`src/rtl/diag_recip_unit.sv`:
```
// Diagonal reciprocal unit: turns a signed S7 diagonal coefficient into its
// S1.30 reciprocal (a_down) using a one-subtractor restoring divider.
//
// state | meaning
// IDLE  | waiting for a request; i_valid accepted here only
// DIV   | one quotient bit per cycle over dividend 2^FRAC, MSB first
// SIGN  | apply sign / divide-by-zero saturation, register the result
// DONE  | o_valid pulse, result stable
module diag_recip_unit #(
  parameter int DW   = 8,
  parameter int OW   = 32,
  parameter int FRAC = 30
) (
  input  logic          i_clk,
  input  logic          i_reset,
  input  logic          i_valid,
  input  logic [DW-1:0] i_diag,
  output logic          o_busy,
  output logic          o_valid,
  output logic [OW-1:0] o_a_down,
  output logic          o_div_zero
);

  localparam int QW = FRAC + 1;
  localparam int CW = $clog2(FRAC + 1);
  localparam logic [CW-1:0] CNT_LAST = CW'(FRAC);
  localparam logic [OW-1:0] SAT_POS = {1'b0, {(OW-1){1'b1}}};

  typedef enum logic [1:0] {IDLE, DIV, SIGN, DONE} state_t;

  state_t        state, state_next;
  logic [DW:0]   rem_q;
  logic [QW-1:0] quo_q;
  logic [DW-1:0] div_q;
  logic          sign_q;
  logic [CW-1:0] cnt_q;
  logic [OW-1:0] a_down_q;
  logic          div_zero_q;

  logic          n_bit;
  logic [DW:0]   rem_shift;
  logic [DW:0]   rem_diff;
  logic          rem_ge;
  logic [DW-1:0] diag_abs;
  logic [OW-1:0] quo_ext;
  logic [OW-1:0] result;

  // State register
  always_ff @(posedge i_clk or posedge i_reset) begin
    if (i_reset) state <= IDLE;
    else         state <= state_next;
  end

  // Next-state decode
  always_comb begin
    state_next = state;
    case (state)
      IDLE: if (i_valid) state_next = DIV;
      DIV:  if (cnt_q == CNT_LAST) state_next = SIGN;
      SIGN: state_next = DONE;
      DONE: state_next = IDLE;
      default: state_next = IDLE;
    endcase
  end

  // Divider step, magnitude capture and sign/saturation of the result
  always_comb begin
    // The dividend 2^FRAC has a single set bit, consumed on the first iteration.
    n_bit     = (cnt_q == '0);
    rem_shift = {rem_q[DW-1:0], n_bit};
    // rem_q[DW] is the bit shifted out; if set, the true shifted value exceeds any divisor.
    rem_ge    = rem_q[DW] | (rem_shift >= {1'b0, div_q});
    rem_diff  = rem_shift - {1'b0, div_q};
    // Two's complement magnitude; -2^(DW-1) maps exactly onto the unsigned value 2^(DW-1).
    diag_abs  = i_diag[DW-1] ? (~i_diag + 1'b1) : i_diag;
    quo_ext   = OW'(quo_q);
    result    = sign_q ? (~quo_ext + 1'b1) : quo_ext;
    if (div_q == '0) result = SAT_POS;
  end

  // Datapath registers
  always_ff @(posedge i_clk or posedge i_reset) begin
    if (i_reset) begin
      rem_q      <= '0;
      quo_q      <= '0;
      div_q      <= '0;
      sign_q     <= 1'b0;
      cnt_q      <= '0;
      a_down_q   <= '0;
      div_zero_q <= 1'b0;
    end else begin
      case (state)
        IDLE: if (i_valid) begin
          sign_q <= i_diag[DW-1];
          div_q  <= diag_abs;
          rem_q  <= '0;
          quo_q  <= '0;
          cnt_q  <= '0;
        end
        DIV: begin
          rem_q <= rem_ge ? rem_diff : rem_shift;
          quo_q <= {quo_q[QW-2:0], rem_ge};
          cnt_q <= cnt_q + 1'b1;
        end
        SIGN: begin
          a_down_q   <= result;
          div_zero_q <= (div_q == '0);
        end
        default: ;
      endcase
    end
  end

  assign o_busy     = (state == DIV) || (state == SIGN);
  assign o_valid    = (state == DONE);
  assign o_a_down   = a_down_q;
  assign o_div_zero = div_zero_q;

endmodule
```
`config.mk`:
```
export PLATFORM = sky130hd
export DESIGN_NAME = diag_recip_unit
export DESIGN_NICKNAME = d
export VERILOG_FILES = /design/src/rtl/diag_recip_unit.sv
export SDC_FILE = /design/constraint.sdc
export NUM_CORES = 1
export LEC_CHECK = 0
export ABC_AREA = 1
export BUFFER_PORTS_ARGS = -buffer_cell sky130_fd_sc_hd__buf_2
export CAP_MARGIN = 5
export CORE_ASPECT_RATIO = 1.5
export CORE_MARGIN = 4
export CORE_UTILIZATION = 50
export CTS_CLUSTER_SIZE = 8
export DETAILED_ROUTE_END_ITERATION = 6
export PLACE_DENSITY = 0.66
export SLEW_MARGIN = 20
export SYNTH_ARGS = -nofsm -noshare
export SYNTH_HDL_FRONTEND = slang
export SYNTH_SLANG_ARGS = --single-unit
```
`constraint.sdc`:
```
create_clock -name i_clk -period 3.42 [get_ports i_clk]
set_input_delay 0.684 -clock i_clk [delete_from_list [all_inputs] [get_ports i_clk]]
set_output_delay 0.684 -clock i_clk [all_outputs]
set_load 0.1 [all_outputs]
```
Word-level counts from Yosys, hierarchy flattened --
Cells that the tools add are included.
Word-level totals: output and inout port bits 35, bits in registers 89, word-level logic and storage cells 43, bits of input ports 11
Cells by class: bitwise logic cells 3, eq/ne operators 6, add/subtract/negate cells 4, reduce and logical (&&, ||, !) cells 8, magnitude comparators 1, mux-type cells 13
Operators by type and width (number):
- 32-bit two-way mux | 2
- 31-bit one-hot mux with 2 select lines | 1
- 32-bit by 1-bit adder with 32-bit output, second input constant | 1
- 31-bit NOT with 32-bit output | 1
- 31-bit two-way mux | 1
- 9-bit two-way mux | 2
- 9-bit one-hot mux with 2 select lines | 1
- 5-bit one-hot mux with 2 select lines | 1
- 9-bit by 8-bit >= comparator with 1-bit output | 1
- 9-bit by 8-bit subtractor with 9-bit output | 1
- 8-bit by 1-bit adder with 8-bit output, second input constant | 1
- 8-bit logical NOT | 1
- 8-bit two-way mux | 1
- 8-bit NOT | 1
- 2-bit one-hot mux with 4 select lines | 1
- 2-bit AND reduction | 3
- 5-bit by 1-bit adder with 5-bit output, second input constant | 1
- 5-bit equality test, second input constant | 1
- 5-bit logical NOT | 1
- 5-bit two-way mux | 1
- 2-bit equality test, second input constant | 2
- 2-bit two-way mux | 2
- 2-bit != test, second input constant | 2
- 2-bit by 1-bit equality test with 1-bit output, second input constant | 1
- 4 further kinds | 4

Longest topological paths before layout --
Gate-level depths: netlist (run 1).
depth in word-level cells 5, depth in mapped cells 13, mapped depth without buffers 13

Least setup slack after synthesis (run 1) --
Ideal clock, no wire load.
path type reg2reg, start reg cnt_q[0], end reg rem_q[6], library setup time 119 ps, slack 1381 ps, required time 3301 ps, buffers on the path 0, cell stages (with the launch flop) 13, clock period less this slack 2039 ps, arrival 1920 ps, path through dfrtp_1 > inv_1 > ha_1 > nand3_1 > ha_1 > fa_1 > nand3b_1 > a21oi_1 > o21ai_0 > nand2_1 > nand2_1 > nand3_1 > nand2_1
On the way: longest elaborated chain between the ends 5, elaborated cells on any way between the ends 6, classes of those cells add/sub: 1; order compare: 1; mux: 2; bitwise: 1; reduce/logical: 1
RTL lines:
- start, declared | RTL line 36 | logic [CW-1:0] cnt_q;
- start signal, assigned | RTL line 103 | cnt_q <= cnt_q + 1'b1;
- 5-bit logical NOT * | RTL line 69 | n_bit = (cnt_q == '0);
- 9-bit by 8-bit >= comparator with 1-bit output | RTL line 72 | rem_ge = rem_q[DW] | (rem_shift >= {1'b0, div_q});
- 1-bit OR | RTL line 72
- 9-bit two-way mux * | RTL line 101 | rem_q <= rem_ge ? rem_diff : rem_shift;
- 9-bit one-hot mux with 2 select lines * | RTL line 92 | case (state)
- end signal, assigned | RTL line 101
- end, declared | RTL line 32 | logic [DW:0] rem_q;
Every way passes the cells marked *; elsewhere a longest branch is shown, timed or not. A chain may end at the register's enable or synchronous reset.

Final worst setup path (run 1) --
Same ends and word-level chain as after synthesis.

==> summary.md, run 1 <==
| Metric | Value |
|---|---|
| RSZ-0062 raised after global routing | `no` |
| Worst Tran Pin Value | `0.870 ns` |
| Yosys cell types | `40` |
| WHS | `0.469 ns` |
| H-tree levels | `3` |
| Worst Skew | `0.00621 ns` |
| TritonCTS buffer count | `9` |
| First-pass GRT wire length | `20.5 mm` |
| Grt total ovfl | `0` |
| Largest net degree at the start of global routing | `49` |
| Top cells by area, synth | `dfrtp_1 44%, nand2_1 9.8%, nand3_1 6.2%` |
| Post-Synth Simple-Gate Area | `28.2%` |
| R2R Setup Slk | `1.17 ns` |
| ANT nets after route | `0` |
| Synth-to-layout area growth | `11.3%` |
| Worst Path Required | `3.65 ns` |
| Vias in the first global route | `4474` |
| Crit path launch type | `flop` |
| Final Setup Violations | `0` |
| Seq/Total Area, Yosys | `43.9%` |
| CTS Root Cell | `clkbuf_16` |
| EDFF count, synth | `0` |
| DRT Pass-1 Iters | `7` |
| Worst reg-to-reg path cell count | `12` |
| Cts hold-fix bufs | `0` |
| Max-Cap Viols | `0` |
| Final instance area | `5640 sq um` |
| Worst Path Arrival | `2.48 ns` |
| Die Span X | `90.2 um` |
| #FFs+latches synth | `89` |
| Drt drc | `0` |
| Yosys warnings | `0` |
| Post-CTS Resized | `0` |
| Post-CTS setup buffer count | `0` |
| Largest family of logic cells by synthesized area | `simple AND/OR/NAND/NOR gates` |
| Initial antenna violation count | `0` |
| Nets | `713` |
| Vias | `4407` |
| Final Cycle Share | `65.9%` |
| Setup crit end kind | `flop` |
| Count leader, synth | `nand2_1` |
| Die area | `11800 sq um` |
| Fraction of registers with async set/reset | `100%` |
| # diodes | `0` |
| Min Tclk post-route | `2.25 ns` |
| Hold Path Class | `flop to flop` |
| WHS Path Cells | `2` |
| Critical Path Fanout Max | `4` |
| Synth area leader | `dfrtp_1` |
| All-layer global routing usage | `21.1%` |
| Reg-to-reg endpoint | `rem_q[6]` |
| Setup TNS | `0 ns` |
| Layout cell share with drive strength beyond 1 | `15.7%` |
| Syn Area/Cell | `7.90 sq um` |
| Num rows | `44` |
| Core Util, Final | `57.5%` |
| Post-DP Area | `5370 sq um` |
| Hold endpoint | `o_a_down[13]` |
| Routed len/inst | `14.8 um` |
| Fill cells | `930` |
| Status | `complete, no violations` |
| # port buffers | `45` |
| Synth Area in Compound Gates | `12.3%` |
| Top post-synthesis cells by count | `133 x nand2_1, 89 x dfrtp_1, 78 x inv_1` |
| Post-Syn Nets | `671` |
| Boundary Pins | `46` |
| Reg-to-Reg Start | `cnt_q[0]` |
| Chip height | `131 um` |
| Clock sink count | `89` |
| DP HPWL | `8.56 mm` |
| Total wire length | `11.9 mm` |
| Slew Viols, Final | `0` |
| 1st-iter DRT viols | `256` |
| Placer's final routability congestion estimate | `0.918` |
| Hold Startpoint | `o_a_down[13]` |
| Final Hold Fails | `0` |
| Critical path type | `flop to flop` |
| Relative slew slack | `42.0%` |
| CTS Buffer Depth | `2` |
| Max Clock Freq | `0.444 GHz` |
| CTS tree | `done` |
| XOR/XNOR Fraction of Synth Area | `2.07%` |
| Post-DR vias/cell | `5.50` |
| Initial Utilization | `51.7%` |
| Clock slew at reported path FFs | `0.06 ns` |
| Post-synthesis adder-cell area fraction | `4.59%` |
| Mapped Cells | `642` |
| Syn Std Cell Area | `5070 sq um` |
| Share of the synthesized area in the top cell type | `43.9%` |
| Core area | `9800 sq um` |
| Worst skew pair latency | `0.34 ns` |
| Top_reg_cell synth | `dfrtp_1` |
| Mux contribution to synthesized area | `0%` |
layout make-up:
type,count,area [sq um],share of cell area [%]
clock buffer,13,270,4.79
inverter,91,343,6.08
multi-input combinational,444,2390,42.3
sequential,89,2230,39.5
tap,115,144,2.55
timing repair buffer,49,268,4.75
stage by stage:
stage          setup WS [ns]  instances
6_report                1.17        801
3_5_place_dp            1.16        788
3_3_place_gp            1.23        788
2_1_floorplan          0.429        642
5_1_grt                0.908        801
4_1_cts                 1.15        801
placed cells by master, fill, tap and decap left out, drive strengths merged:
cell type and instances:
nand2 143, dfrtp 89, inv 89, nor2 74, nand3 67, buf 49, o21ai 39, o22ai 34
ha 17, a21oi 14, clkbuf 13, xor2 10, a31oi 9, nand4 8, or2 7, nand3b 7
nor3 4, o211ai 4, xnor2 2, clkinv 2, o21a 1, a21boi 1, o21bai 1, o41ai 1
fa 1
metal layers:
| metal | vias up | track usage, % | wire length [um] | share of wire, % |
|---|---|---|---|---|
| met5 | - | 0 | 0 | 0 |
| met4 | 0 | 9.71 | 361 | 3.0 |
| met3 | 28 | 4.06 | 397 | 3.3 |
| met2 | 100 | 37.6 | 6160 | 52 |
| met1 | 2090 | 24.1 | 4970 | 42 |
| li1 | 2189 | - | - | - |
worst max-delay path, cell delays in order, from the launching register on:
cell and delay, ns:
dfrtp_1 0.38, inv_1 0.11, ha_1 0.16, nand3_1 0.11
ha_1 0.24, fa_1 0.40, nand3b_1 0.19, a21oi_1 0.20
o21ai_0 0.11, nand2_1 0.07, nand2_1 0.04, nand3_1 0.06
nand2_1 0.06
flip-flops by register name (all words and copies together), names as in the netlist:
register and cells:
cnt_q 5, o_div_zero 1, div_q 8, sign_q 1
state 2, rem_q 9, quo_q 31, o_a_down 32
worst max-delay path by stage:
stage / startpoint / to / cells after the start
global route: cnt_q[0] / rem_q[6] / 12
detailed placement: cnt_q[0] / rem_q[6] / 12
floorplan: i_reset / cnt_q[0] / 1
global placement: cnt_q[0] / rem_q[6] / 12
CTS: cnt_q[0] / rem_q[6] / 12
finish: cnt_q[0] / rem_q[6] / 12
kinds of logic after synthesis:
| kind of cell | count (synthesis) |
|---|---|
| flops | 89 |
| buf+inv | 109 |
| compound gates | 104 |
| fa+ha+maj | 18 |
| simple gates | 310 |
| xor+xnor | 12 |
Power of run 1 is left out: the tool's default activity adds up to more than one toggle a clock period on the data nets, which glitch-free logic cannot reach.
==> run 2, diff against run 1 <==
==> constraint.sdc (replaced) <==
create_clock -name i_clk -period 2.27 [get_ports i_clk]
set_input_delay 0.454 -clock i_clk [delete_from_list [all_inputs] [get_ports i_clk]]
set_output_delay 0.454 -clock i_clk [all_outputs]
set_load 0.1 [all_outputs]
==> summary.md, run 2 (same netlist as run 1, synthesis figures left out) <==
| Metric | Value |
|---|---|
| Status | `complete, no violations` |
| Worst Path Arrival | `2.34 ns` |
| Max Clock Freq | `0.471 GHz` |
| Routed length on met3 | `423 um` |
| Relative slew slack | `67.5%` |
| Hold Path Class | `input pin to async pin` |
| Worst skew pair latency | `0.34 ns` |
| Top layer reached by signal wires | `met4` |
| Vias | `4318` |
| Placer's final routability congestion estimate | `0.921` |
| Place WS | `0.0392 ns` |
| Post-DR vias/cell | `5.33` |
| CTS Root Cell | `clkbuf_16` |
| Metal-1 WL | `4.93 mm` |
| Largest net degree at the start of global routing | `64` |
| # diodes | `0` |
| # port buffers | `45` |
| Synth-to-layout area growth | `12.8%` |
| Core area | `9800 sq um` |
| Chip height | `131 um` |
| Die area | `11800 sq um` |
| DP HPWL | `8.56 mm` |
| H-tree levels | `3` |
| Post-Layout Cell Count | `810` |
| Critical Path Fanout Max | `4` |
| Core Util, Final | `58.4%` |
| Initial Utilization | `51.7%` |
| Layout cell share with drive strength beyond 1 | `17.7%` |
| Nets | `723` |
| Num rows | `44` |
| Boundary Pins | `46` |
| Max FFs per register | `32` |
| 1st-iter DRT viols | `280` |
| DRT Pass-1 Iters | `4` |
| Grt total ovfl | `0` |
| Min Tclk post-route | `2.12 ns` |
| Worst Skew | `0.00525 ns` |
| Drt drc | `0` |
| Total wire length | `11.8 mm` |
| Final Setup Violations | `0` |
| Vias in the first global route | `4423` |
| CTS tree | `done` |
| Commonest cells after routing, fill and taps aside | `133 x nand2_1, 89 x dfrtp_1, 76 x inv_1` |
| Final Hold Fails | `0` |
| Initial antenna violation count | `0` |
| Fill cells | `912` |
| Worst Path Required | `2.49 ns` |
| Clock slew at reported path FFs | `0.06 ns` |
| Worst Tran Pin Value | `0.491 ns` |
| CTS Buffer Depth | `2` |
| Crit path launch type | `flop` |
| Met2 wire len | `6.21 mm` |
| ANT nets after route | `0` |
| TritonCTS buffer count | `9` |
| Clock sink count | `89` |
| Routed len/inst | `14.6 um` |
| Commonest non-fill, non-tap cell in the layout | `nand2_1` |
| First-pass GRT wire length | `20.6 mm` |
| Final WS setup | `0.147 ns` |
| All-layer global routing usage | `21.1%` |
| Max-Cap Viols | `0` |
| Die Span X | `90.2 um` |
| Slew Viols, Final | `0` |
| Placed cell count | `795` |
| Setup crit end kind | `flop` |
| Final Cycle Share | `93.5%` |
| Critical path type | `flop to flop` |
[run 2: worst max-delay path, stage by stage, from the launching register on]
cell	delay, ns
dfrtp_1	0.43
inv_2	0.09
ha_2	0.19
nand3_4	0.09
ha_4	0.18
fa_2	0.34
nand3b_1	0.21
nand2_1	0.13
nand2_1	0.06
nand2_1	0.08
xor2_1	0.14
o21ai_1	0.07
[run 2: cell type report]
| type | count | area (sq um) | area share, % |
|---|---|---|---|
| sequential | 89 | 2230 | 38.9 |
| inverter | 91 | 345 | 6.04 |
| multi-input combinational | 444 | 2420 | 42.3 |
| clock inverter | 2 | 10.0 | 0.175 |
| clock buffer | 10 | 229 | 4.00 |
| timing repair buffer | 59 | 343 | 5.99 |
| tap | 115 | 144 | 2.52 |
[run 2: per-layer routing]
layer / vias to the layer above / global-route usage, %
met5: - / 0
met4: 0 / 7.58
met3: 19 / 3.83
met2: 77 / 38.0
met1: 2014 / 25.1
li1: 2208 / -
[run 2: final timing paths]
path	from	to	slack [ns]	cells after the start
setup / recovery	cnt_q[1]	rem_q[8]	0.15	11
setup reg to reg	cnt_q[1]	rem_q[8]	0.15	11
hold reg to reg	o_a_down[13]	o_a_down[13]	0.47	2
max in group asynchronous	i_reset	o_a_down[30]	1.77	3
min in group i_clk	i_diag[6]	div_q[7]	0.33	2
hold / removal	i_reset	rem_q[5]	0.21	3
[run 2: repair_timing]
| action | CTS | global route |
|---|---|---|
| resized for setup | 0 | 9 |
| buffers inserted | 0 | 3 |
| endpoints found under the setup margin | 0 | 3 |
| hold buffers | 0 | 0 |
[run 2: stage by stage]
step / hold slack, ns / setup TNS (ns) / area, sq um
finish: 0.212 / 0 / 5720
global route: 0.239 / -0.0485 / 5720
CTS: 0.233 / 0 / 5660
detailed placement: 0.462 / 0 / 5420
global placement: 0.452 / 0 / 5420
floorplan: 0.446 / 0 / 5070
Power of run 2 is left out for the same reason.
==> run 3, diff against run 2 <==
--- a/config.mk
+++ b/config.mk
@@ -13,7 +13,7 @@
 export CORE_UTILIZATION = 50
 export CTS_CLUSTER_SIZE = 8
 export DETAILED_ROUTE_END_ITERATION = 6
-export PLACE_DENSITY = 0.66
+export PLACE_DENSITY = 0.69
 export SLEW_MARGIN = 20
 export SYNTH_ARGS = -nofsm -noshare
 export SYNTH_HDL_FRONTEND = slang
==> constraint.sdc (replaced) <==
create_clock -name i_clk -period 1.8 [get_ports i_clk]
set_input_delay 0.36 -clock i_clk [delete_from_list [all_inputs] [get_ports i_clk]]
set_output_delay 0.36 -clock i_clk [all_outputs]
set_load 0.1 [all_outputs]
==> summary.md, run 3 (same netlist as run 1, synthesis figures left out) <==
| Metric | Value |
|---|---|
| Boundary Pins | `46` |
| Grt total ovfl | `0` |
| Max FFs per register | `32` |
| Placer's final routability congestion estimate | `0.945` |
| Worst skew pair latency | `0.34 ns` |
| Min Tclk post-route | `2.04 ns` |
| Critical Path Fanout Max | `2` |
| Initial antenna violation count | `0` |
| DRT Pass-1 Iters | `6` |
| Slew Viols, Final | `0` |
| DP HPWL | `9.40 mm` |
| # diodes | `0` |
| ANT nets after route | `0` |
| H-tree levels | `3` |
| Failing checks | `setup timing` |
| Core Util, Final | `62.8%` |
| Critical path type | `flop to flop` |
| Largest net degree at the start of global routing | `39` |
| Final Cycle Share | `113%` |
| Final Hold Fails | `0` |
| Relative slew slack | `66.8%` |
| Worst Path Arrival | `2.32 ns` |
| CTS tree | `done` |
| Setup TNS | `-0.979 ns` |
| CTS Buffer Depth | `2` |
| Die area | `11800 sq um` |
| Commonest non-fill, non-tap cell in the layout | `nand2_1` |
| Num rows | `44` |
| Final WS setup | `-0.241 ns` |
| # port buffers | `45` |
| TritonCTS buffer count | `9` |
| Worst Tran Pin Value | `0.502 ns` |
| Synth-to-layout area growth | `21.5%` |
| Post-DR vias/cell | `5.58` |
| Final Setup Violations | `9` |
| Hold Path Class | `input pin to flop` |
| Layout cell share with drive strength beyond 1 | `22.8%` |
| Core area | `9800 sq um` |
| Drt drc | `0` |
| CTS Root Cell | `clkbuf_16` |
| Commonest cells after routing, fill and taps aside | `130 x nand2_1, 89 x dfrtp_1, 75 x inv_1` |
| Setup crit end kind | `flop` |
| Nets | `751` |
| Max Clock Freq | `0.490 GHz` |
| Chip height | `131 um` |
| Total wire length | `13.1 mm` |
| Initial Utilization | `51.7%` |
| Clock sink count | `89` |
| All-layer global routing usage | `22.5%` |
| Worst Path Required | `2.08 ns` |
| Crit path launch type | `flop` |
| Die Span X | `90.2 um` |
| Routed len/inst | `15.6 um` |
| Vias in the first global route | `4669` |
| Clock slew at reported path FFs | `0.06 ns` |
| Worst Skew | `0.00634 ns` |
| Vias | `4702` |
| 1st-iter DRT viols | `256` |
| First-pass GRT wire length | `21.8 mm` |
| Status | `finished, violations left` |
| RSZ-0062 raised after global routing | `yes` |
| Max-Cap Viols | `0` |
==> run 3: area by class of cell <==
class                      count  area (sq um)
fill                         832          3640
multi-input combinational    446          2520
sequential                    89          2230
timing repair buffer          85           596
inverter                      91           349
clock buffer                  14           264
tap                          115           144
clock inverter                 2          60.1
==> run 3: critical path: stages, from the launching register on <==
cell and delay [ns]:
dfrtp_1 0.39, inv_2 0.08, ha_4 0.14, nand3_4 0.09, ha_4 0.18, fa_2 0.33
nand3b_1 0.21, a21oi_2 0.18, nor2_1 0.05, nand2_1 0.07, nand2_1 0.05, nand2_1 0.07
nand3_2 0.06, nand2_1 0.07
==> run 3: metrics by stage <==
stage          hold slack, ns  setup WS [ns]  instances  area, sq um
2_1_floorplan           0.446         -0.117        642         5080
3_3_place_gp            0.335         -0.197        813         5610
3_5_place_dp            0.338         -0.255        813         5610
4_1_cts                 0.219         -0.208        839         6070
5_1_grt                 0.238         -0.347        842         6160
6_report                0.225         -0.241        842         6160
==> run 3: per-layer routing <==
metal,part of all wire [%],vias to the layer above,global-route usage (%)
met3,3.8,49,4.00
met2,54,136,42.0
met5,0,-,0
li1,-,2271,-
met4,4.3,0,12.7
met1,38,2246,23.5
==> run 3: worst paths after layout <==
| check | start | end | slack, ns | cells after the start |
|---|---|---|---|---|
| max | cnt_q[1] | rem_q[6] | -0.24 | 13 |
| min | i_diag[6] | div_q[7] | 0.23 | 2 |
| max reg2reg | cnt_q[1] | rem_q[6] | -0.24 | 13 |
| min reg2reg | o_a_down[20] | o_a_down[20] | 0.47 | 2 |
| max in group asynchronous | i_reset | o_a_down[21] | 0.78 | 4 |
| min in group asynchronous | i_reset | o_a_down[1] | 0.52 | 3 |
==> run 3: repair_timing <==
item,4_1_cts,5_1_grt
pin swaps,3,16
cloned,1,1
resized for setup,13,14
hold buffers,1,0
endpoints found under the setup margin,10,14
endpoints found under the hold margin,8,0
setup buffers,8,2
Power of run 3 is left out for the same reason.
